--- config.mk ---
export PLATFORM = sky130hd
export DESIGN_NAME = engine_rr_sched
export DESIGN_NICKNAME = d
export VERILOG_FILES = /design/src/rtl/engine_rr_sched.sv
export SDC_FILE = /design/constraint.sdc
export NUM_CORES = 1
export LEC_CHECK = 0
export CORE_MARGIN = 3
export CORE_UTILIZATION = 45
export DETAILED_ROUTE_END_ITERATION = 8
export PLACE_DENSITY = 0.67
export REMOVE_ABC_BUFFERS = 1
export SLEW_MARGIN = 5
export SYNTH_ARGS = -nofsm -noshare
export SYNTH_HDL_FRONTEND = slang
export SYNTH_SLANG_ARGS = --single-unit
--- constraint.sdc ---
create_clock -name clock -period 2.2 [get_ports clock]
set_clock_uncertainty 0.05 [all_clocks]
set_input_delay 0.66 -clock clock [delete_from_list [all_inputs] [get_ports clock]]
set_output_delay 0.66 -clock clock [all_outputs]
set_load 0.05 [all_outputs]
--- src/rtl/engine_rr_sched.sv ---
`default_nettype none
// engine_rr_sched: round-robin scheduler that shares one start/done engine among NREQ
// requesters, with a bounded WAIT timeout per job. Rev 1.0
module engine_rr_sched #(
  parameter int NREQ    = 4,
  parameter int IDW     = 2,
  parameter int TIMEOUT = 255
) (
  input  logic            clock,
  input  logic            reset,
  input  logic [NREQ-1:0] req,
  output logic [NREQ-1:0] ack,
  output logic [NREQ-1:0] err,
  output logic            eng_start,
  input  logic            eng_done,
  output logic            busy,
  output logic [IDW-1:0]  owner,
  output logic [1:0]      state
);

  typedef enum logic [1:0] {
    IDLE    = 2'd0,
    ISSUE   = 2'd1,
    WAIT    = 2'd2,
    RELEASE = 2'd3
  } state_t;

  localparam int              NSLOT      = 1 << IDW;
  localparam logic [7:0]      LAST_COUNT = 8'(TIMEOUT - 1);
  localparam logic [IDW-1:0]  LAST_IDX   = IDW'(NREQ - 1);
  localparam logic [IDW:0]    NREQ_W     = (IDW + 1)'(NREQ);

  state_t           cur;
  logic [IDW-1:0]   ptr;
  logic [7:0]       cnt;
  logic [NSLOT-1:0] req_slots;
  logic [IDW:0]     slot;
  logic             found;
  logic [IDW-1:0]   winner;
  logic [NREQ-1:0]  owner_hot;
  logic [IDW-1:0]   next_ptr;

  // Pad req to a power-of-two width so an IDW-bit index is always in range.
  assign req_slots = NSLOT'(req);

  always_comb begin
    found  = 1'b0;
    winner = '0;
    slot   = '0;
    for (int i = 0; i < NREQ; i++) begin
      slot = {1'b0, ptr} + (IDW + 1)'(i);
      if (slot >= NREQ_W) begin
        slot = slot - NREQ_W;
      end
      if (!found && req_slots[slot[IDW-1:0]]) begin
        found  = 1'b1;
        winner = slot[IDW-1:0];
      end
    end
  end

  assign owner_hot = NREQ'(1) << owner;
  assign next_ptr  = (owner == LAST_IDX) ? '0 : owner + 1'b1;

  always_ff @(posedge clock) begin
    if (reset) begin
      cur   <= IDLE;
      owner <= '0;
      ptr   <= '0;
      cnt   <= '0;
      ack   <= '0;
      err   <= '0;
    end else begin
      ack <= '0;
      err <= '0;
      case (cur)
        IDLE: begin
          if (found) begin
            owner <= winner;
            cur   <= ISSUE;
          end
        end
        ISSUE: begin
          cnt <= '0;
          cur <= WAIT;
        end
        WAIT: begin
          // done takes precedence over the final timeout count
          if (eng_done) begin
            ack <= owner_hot;
            cur <= RELEASE;
          end else if (cnt == LAST_COUNT) begin
            err <= owner_hot;
            cur <= RELEASE;
          end else begin
            cnt <= cnt + 8'd1;
          end
        end
        RELEASE: begin
          ptr <= next_ptr;
          cur <= IDLE;
        end
        default: cur <= IDLE;
      endcase
    end
  end

  assign state     = cur;
  assign busy      = (cur != IDLE);
  assign eng_start = (cur == ISSUE);

endmodule
`default_nettype wire
==> results of run 1 <==
## routing by layer
metal  share of wire  routed length [µm]  vias up  global-route usage
met4          0.0096                  20        0              0.0625
met2            0.49                1030       21               0.235
met1            0.45                 938      445               0.173
met5               0                   0        -                   0
li1                -                   -      489                   -
met3           0.048                 101        2              0.0327
## flip-flops by register name (all words and copies together), names as in the netlist
name / cells
err: 4
ack: 4
owner: 2
ptr: 2
state: 2
cnt: 8
## final cells by class
class	instances	area, µm²	area share
clock buffers	4	36.3	0.0251
well taps	28	35.0	0.0242
inverters	8	30.0	0.0208
multi-input cells	89	618	0.428
repair buffers	30	285	0.197
flip-flops and latches	22	440	0.305
## kinds of logic (layout without fill, tap and decap cells)
family                   after synthesis  in the layout  share of synthesized area
AO/OA/AOI/OAI                         26             26                      0.144
XOR/XNOR                               1              1                    0.00798
adder cells (fa/ha/maj)               11             11                      0.125
buffers and inverters                 10             42                     0.0353
flip-flops                            22             22                      0.401
multiplexers                           4              4                     0.0365
AND/OR/NAND/NOR                       47             47                      0.250
## synth_stat cells (all sizes together) (2+ instances only)
cell | instances | area [µm²]
o21ai | 5 | 25.0
nand4 | 2 | 18.8
or4 | 5 | 37.5
o31ai | 2 | 15.0
ha | 11 | 138
nand3 | 3 | 15.0
or3 | 3 | 18.8
a211oi | 2 | 15.0
nor4 | 2 | 18.8
nand2b | 5 | 38.8
and2 | 8 | 50.1
inv | 8 | 30.0
nor2 | 8 | 30.0
dfxtp | 22 | 440
nand2 | 10 | 37.5
mux2i | 4 | 40.0
a21oi | 12 | 60.1
## through the flow
stage	hold WS, ns	utilization	TNS [ns]	total power, mW	setup WS (ns)
3_3_place_gp	0.438	0.625	0	1.17	0.00585
2_1_floorplan	0.414	-	-0.133	0.894	-0.0663
5_1_grt	0.498	0.641	0	1.48	0.00558
6_report	0.464	0.641	0	1.40	0.0603
3_5_place_dp	0.444	0.625	-0.0147	1.19	-0.0147
4_1_cts	0.463	0.641	0	1.41	0.0385
## how the worst max path moves through the flow
stage	from	end	slack, ns	cells after the start
6_report	err[3]$_SDFF_PP0_	err[3]	0.06	1
5_1_grt	err[3]$_SDFF_PP0_	err[3]	0.006	1
4_1_cts	err[3]$_SDFF_PP0_	err[3]	0.04	1
3_5_place_dp	req[2]	owner[0]$_SDFFE_PP0P_	-0.01	5
3_3_place_gp	req[2]	owner[0]$_SDFFE_PP0P_	0.006	5
2_1_floorplan	state[0]$_SDFFE_PP0P_	cnt[5]$_SDFFE_PP0P_	-0.07	6
## where the power goes
group	switching (mW)	total, mW	internal, mW
registers	0.0352	0.465	0.430
logic	0.410	0.709	0.299
clock network	0.122	0.223	0.101
total	0.567	1.40	0.830
==> flow_summary.ini, run 1 <==
[timing]
rsz0062_at_grt = no
hold_viol = 0
min_period_ns = 2.14
slew_headroom = 0.669
max_freq_mhz = 467
finalSetupViolCount = 0
period_share = 0.973
drv_slew = 0
tightest_slew_ns = 0.495

[global_route]
grt_max_degree = 13
antenna_found_initial = 0
grt_usage = 0.142
first_global_vias = 874
grt_pass1_wl_um = 3540
overflow = 0

[clocking]
root_buffer = clkbuf_4
post-cts-setup-buffer-count = 0
numClockSinks = 22
cts_tree = done
clk_pin_slew_ns = 0.12
ctsHtreeMaxLevel = 1
clock_path_buffers = 2
clkLatencyLatePin_ns = 0.31
cts_buffers = 3
ctsResizeCount = 0
cts_hold_buffers = 0

[worst_setup_path]
slowest_delay_ns = 0.79
regToRegStartpoint = state[1]$_SDFFE_PP0P_
start_kind = flop
cp_max_fo = 1
crit_path_top_delay_cell = clkdlybuf4s50_1
worstPathArrival_ns = 1.43
required_ns = 1.49
r2r_setup_slack_ns = 0.26
path_class = reg2out
path_cells = clkdlybuf4s50_1
r2r-end = cnt[6]$_SDFFE_PP0P_
crit_family = buffers and inverters
rr_worst_depth = 7
crit_path_end_kind = primary output
path_buf_inv = 1

[routing]
drt_first_pass_iters = 4
drc = 0
viasPerCell = 5.29
antenna_left = 0
routedWlPerCell_um = 11.5
routed_wl_um = 2090
via_count = 957
first_iter_violations = 10

[floorplanning]
fp.dieH_um = 55.4
die_w_um = 55.4
pin_count = 21
die-area_mm2 = 0.00307
start_util = 0.487
row_count = 17
coreArea_mm2 = 0.00225

[yosys]
netlist_area_mm2 = 0.00110
synth_edf_count = 0
ys_ff_latch = 22
synth_cells = 121
syn_area_per_cell_um2 = 9.07
synthFlopType = dfxtp_1
ys_seq_area_frac = 0.401
async_reset_ff_frac = 0
synth_cell_types = 30
ys.warnings.count = 0

[placed_design]
gp_congestion = 0.831
placed_area_mm2 = 0.00141
dp_cells = 177
hpwl_um = 1700
place.port_buffers = 20

[layout]
fin_nets = 172
area_growth_pct = 31.7
n_fill_cell = 201
diodes = 0
layout_commonest_cell = dfxtp_1
layout_common_cells = dfxtp_1 (22), clkdlybuf4s50_1 (14), buf_4 (14)
final_area_mm2 = 0.00145
final_cell_count_no_fill = 181
drive_above_1_share = 0.157

[job]
maxCapViolCount = 0

[power]
ir_worst_vdd_mv = 0.744
power-per-cell-area_mw_per_mm2 = 967
power.leakage_nw = 0.560

[hold_path]
min_to = cnt[1]$_SDFFE_PP0P_
holdCritStartpoint = cnt[1]$_SDFFE_PP0P_
holdCritPathClass = reg2reg
whs_path_depth = 2

[run_status]
status = completed
Note: power is estimated with default switching activity, not from simulation.
==> inputs of run 2 (changes only) <==
Settings changed: CORE_MARGIN 3 to 4, SLEW_MARGIN 5 to 20.
==> flow_summary.ini, run 2 (synthesized netlist as in run 1, its figures left out) <==
[power]
power.leakage_nw = 0.589
total_power_mw = 1.42
power-per-cell-area_mw_per_mm2 = 971
ir_worst_vdd_mv = 0.885

[layout]
reg_top3 = cnt: 8 flops, ack: 4 flops, err: 4 flops
final_cell_count_no_fill = 183
diodes = 0
largest_register_ffs = 8
area_growth_pct = 33.3
fin_nets = 174
layout_common_cells = dfxtp_1 (22), buf_4 (16), clkdlybuf4s50_1 (13)
layout_commonest_cell = dfxtp_1
regMostFlops = cnt
drive_above_1_share = 0.168

[hold_path]
holdCritStartpoint = cnt[7]$_SDFFE_PP0P_
holdCritPathClass = reg2reg
min_to = cnt[7]$_SDFFE_PP0P_
whs_path_depth = 2

[worst_setup_path]
crit_path_end_kind = primary output
crit_path_top_delay_cell = clkdlybuf4s50_1
path_cells = clkdlybuf4s50_1
worstPathArrival_ns = 1.42
required_ns = 1.49
start_kind = flop
cp_max_fo = 1
crit_start = err[3]$_SDFF_PP0_
slowest_delay_ns = 0.79
rr_worst_depth = 6
regToRegStartpoint = state[0]$_SDFFE_PP0P_
r2r_setup_slack_ns = 0.19
path_class = reg2out
crit_family = buffers and inverters
r2r-end = cnt[5]$_SDFFE_PP0P_
path_buf_inv = 1

[timing]
tightest_slew_ns = 0.501
finalSetupViolCount = 0
drv_slew = 0
period_share = 0.968
rsz0062_at_grt = no
min_period_ns = 2.13
max_freq_mhz = 469
slew_headroom = 0.665
hold_viol = 0

[clocking]
clkLatencyLatePin_ns = 0.30
ctsResizeCount = 0
cts_hold_buffers = 0
root_buffer = clkbuf_4
clk_pin_slew_ns = 0.12
post-cts-setup-buffer-count = 0
numClockSinks = 22
cts_tree = done
ctsHtreeMaxLevel = 1
cts_buffers = 3
clock_path_buffers = 2

[floorplanning]
coreArea_mm2 = 0.00228
die_w_um = 57.4
die-area_mm2 = 0.00329
row_count = 17
fp.dieH_um = 57.4
start_util = 0.482
pin_count = 21

[global_route]
first_global_vias = 927
antenna_found_initial = 0
grt_max_degree = 13
grt_usage = 0.143
overflow = 0
grt_pass1_wl_um = 3780

[placed_design]
place.port_buffers = 20
gp_congestion = 0.784
dp_cells = 179
hpwl_um = 1720

[routing]
via_count = 954
viasPerCell = 5.21
routed_wl_um = 2150
antenna_left = 0
drc = 0
first_iter_violations = 22
drt_first_pass_iters = 4
routedWlPerCell_um = 11.8

[run_status]
status = completed

[job]
maxCapViolCount = 0
-- run 2: cell types whose count changed in the layout (fill, tap and decap cells not counted), sizes merged --
cell,previous run,this run
buf,16,18
clkdlybuf4s50,14,13
dlymetal6s2s,0,1
-- run 2: worst max path at each step --
stage	cells after the start	end	slack [ns]
final	1	err[3]	0.07
after global routing	7	cnt[4]$_SDFFE_PP0P_	0.008
after CTS	1	ack[2]	0.05
after detailed placement	5	owner[0]$_SDFFE_PP0P_	-0.007
after global placement	5	owner[0]$_SDFFE_PP0P_	0.02
after floorplan	6	cnt[5]$_SDFFE_PP0P_	-0.07
-- run 2: per-stage QoR --
step,hold slack [ns],cell area [µm²],setup TNS [ns],worst slack [ns],util
after floorplan,0.414,1090,-0.133,-0.0663,-
after global routing,0.485,1460,0,0.00792,0.643
final,0.466,1460,0,0.0701,0.643
after detailed placement,0.446,1420,-0.00723,-0.00723,0.626
after CTS,0.467,1460,0,0.0473,0.642
after global placement,0.431,1420,0,0.0162,0.626
-- run 2: layout make-up --
cell class,count,area (µm²)
Clock buffer,4,36.3
Fill cell,193,813
Tap cell,28,35.0
Timing Repair Buffer,32,303
Sequential cell,22,440
Multi-Input combinational cell,89,618
Inverter,8,30.0
-- run 2: where the power goes --
part	internal, mW	switching (mW)	leakage [nW]
combinational	0.320	0.424	0.390
sequential	0.430	0.0305	0.178
clock	0.101	0.115	0.0210
-- run 2: layer usage --
metal	share of wire	global-route usage	vias to the layer above
met5	0	0	-
met4	0.018	0.0762	0
met3	0.038	0.0271	4
met1	0.47	0.162	431
met2	0.47	0.248	24
li1	-	-	495
-- run 2: worst register-to-register path: stages, from the launching register on --
cell,delay (ns)
dfxtp_1,0.42
inv_1,0.11
ha_1,0.36
a21boi_2,0.19
o21ai_1,0.16
or4_1,0.50
a21oi_1,0.15
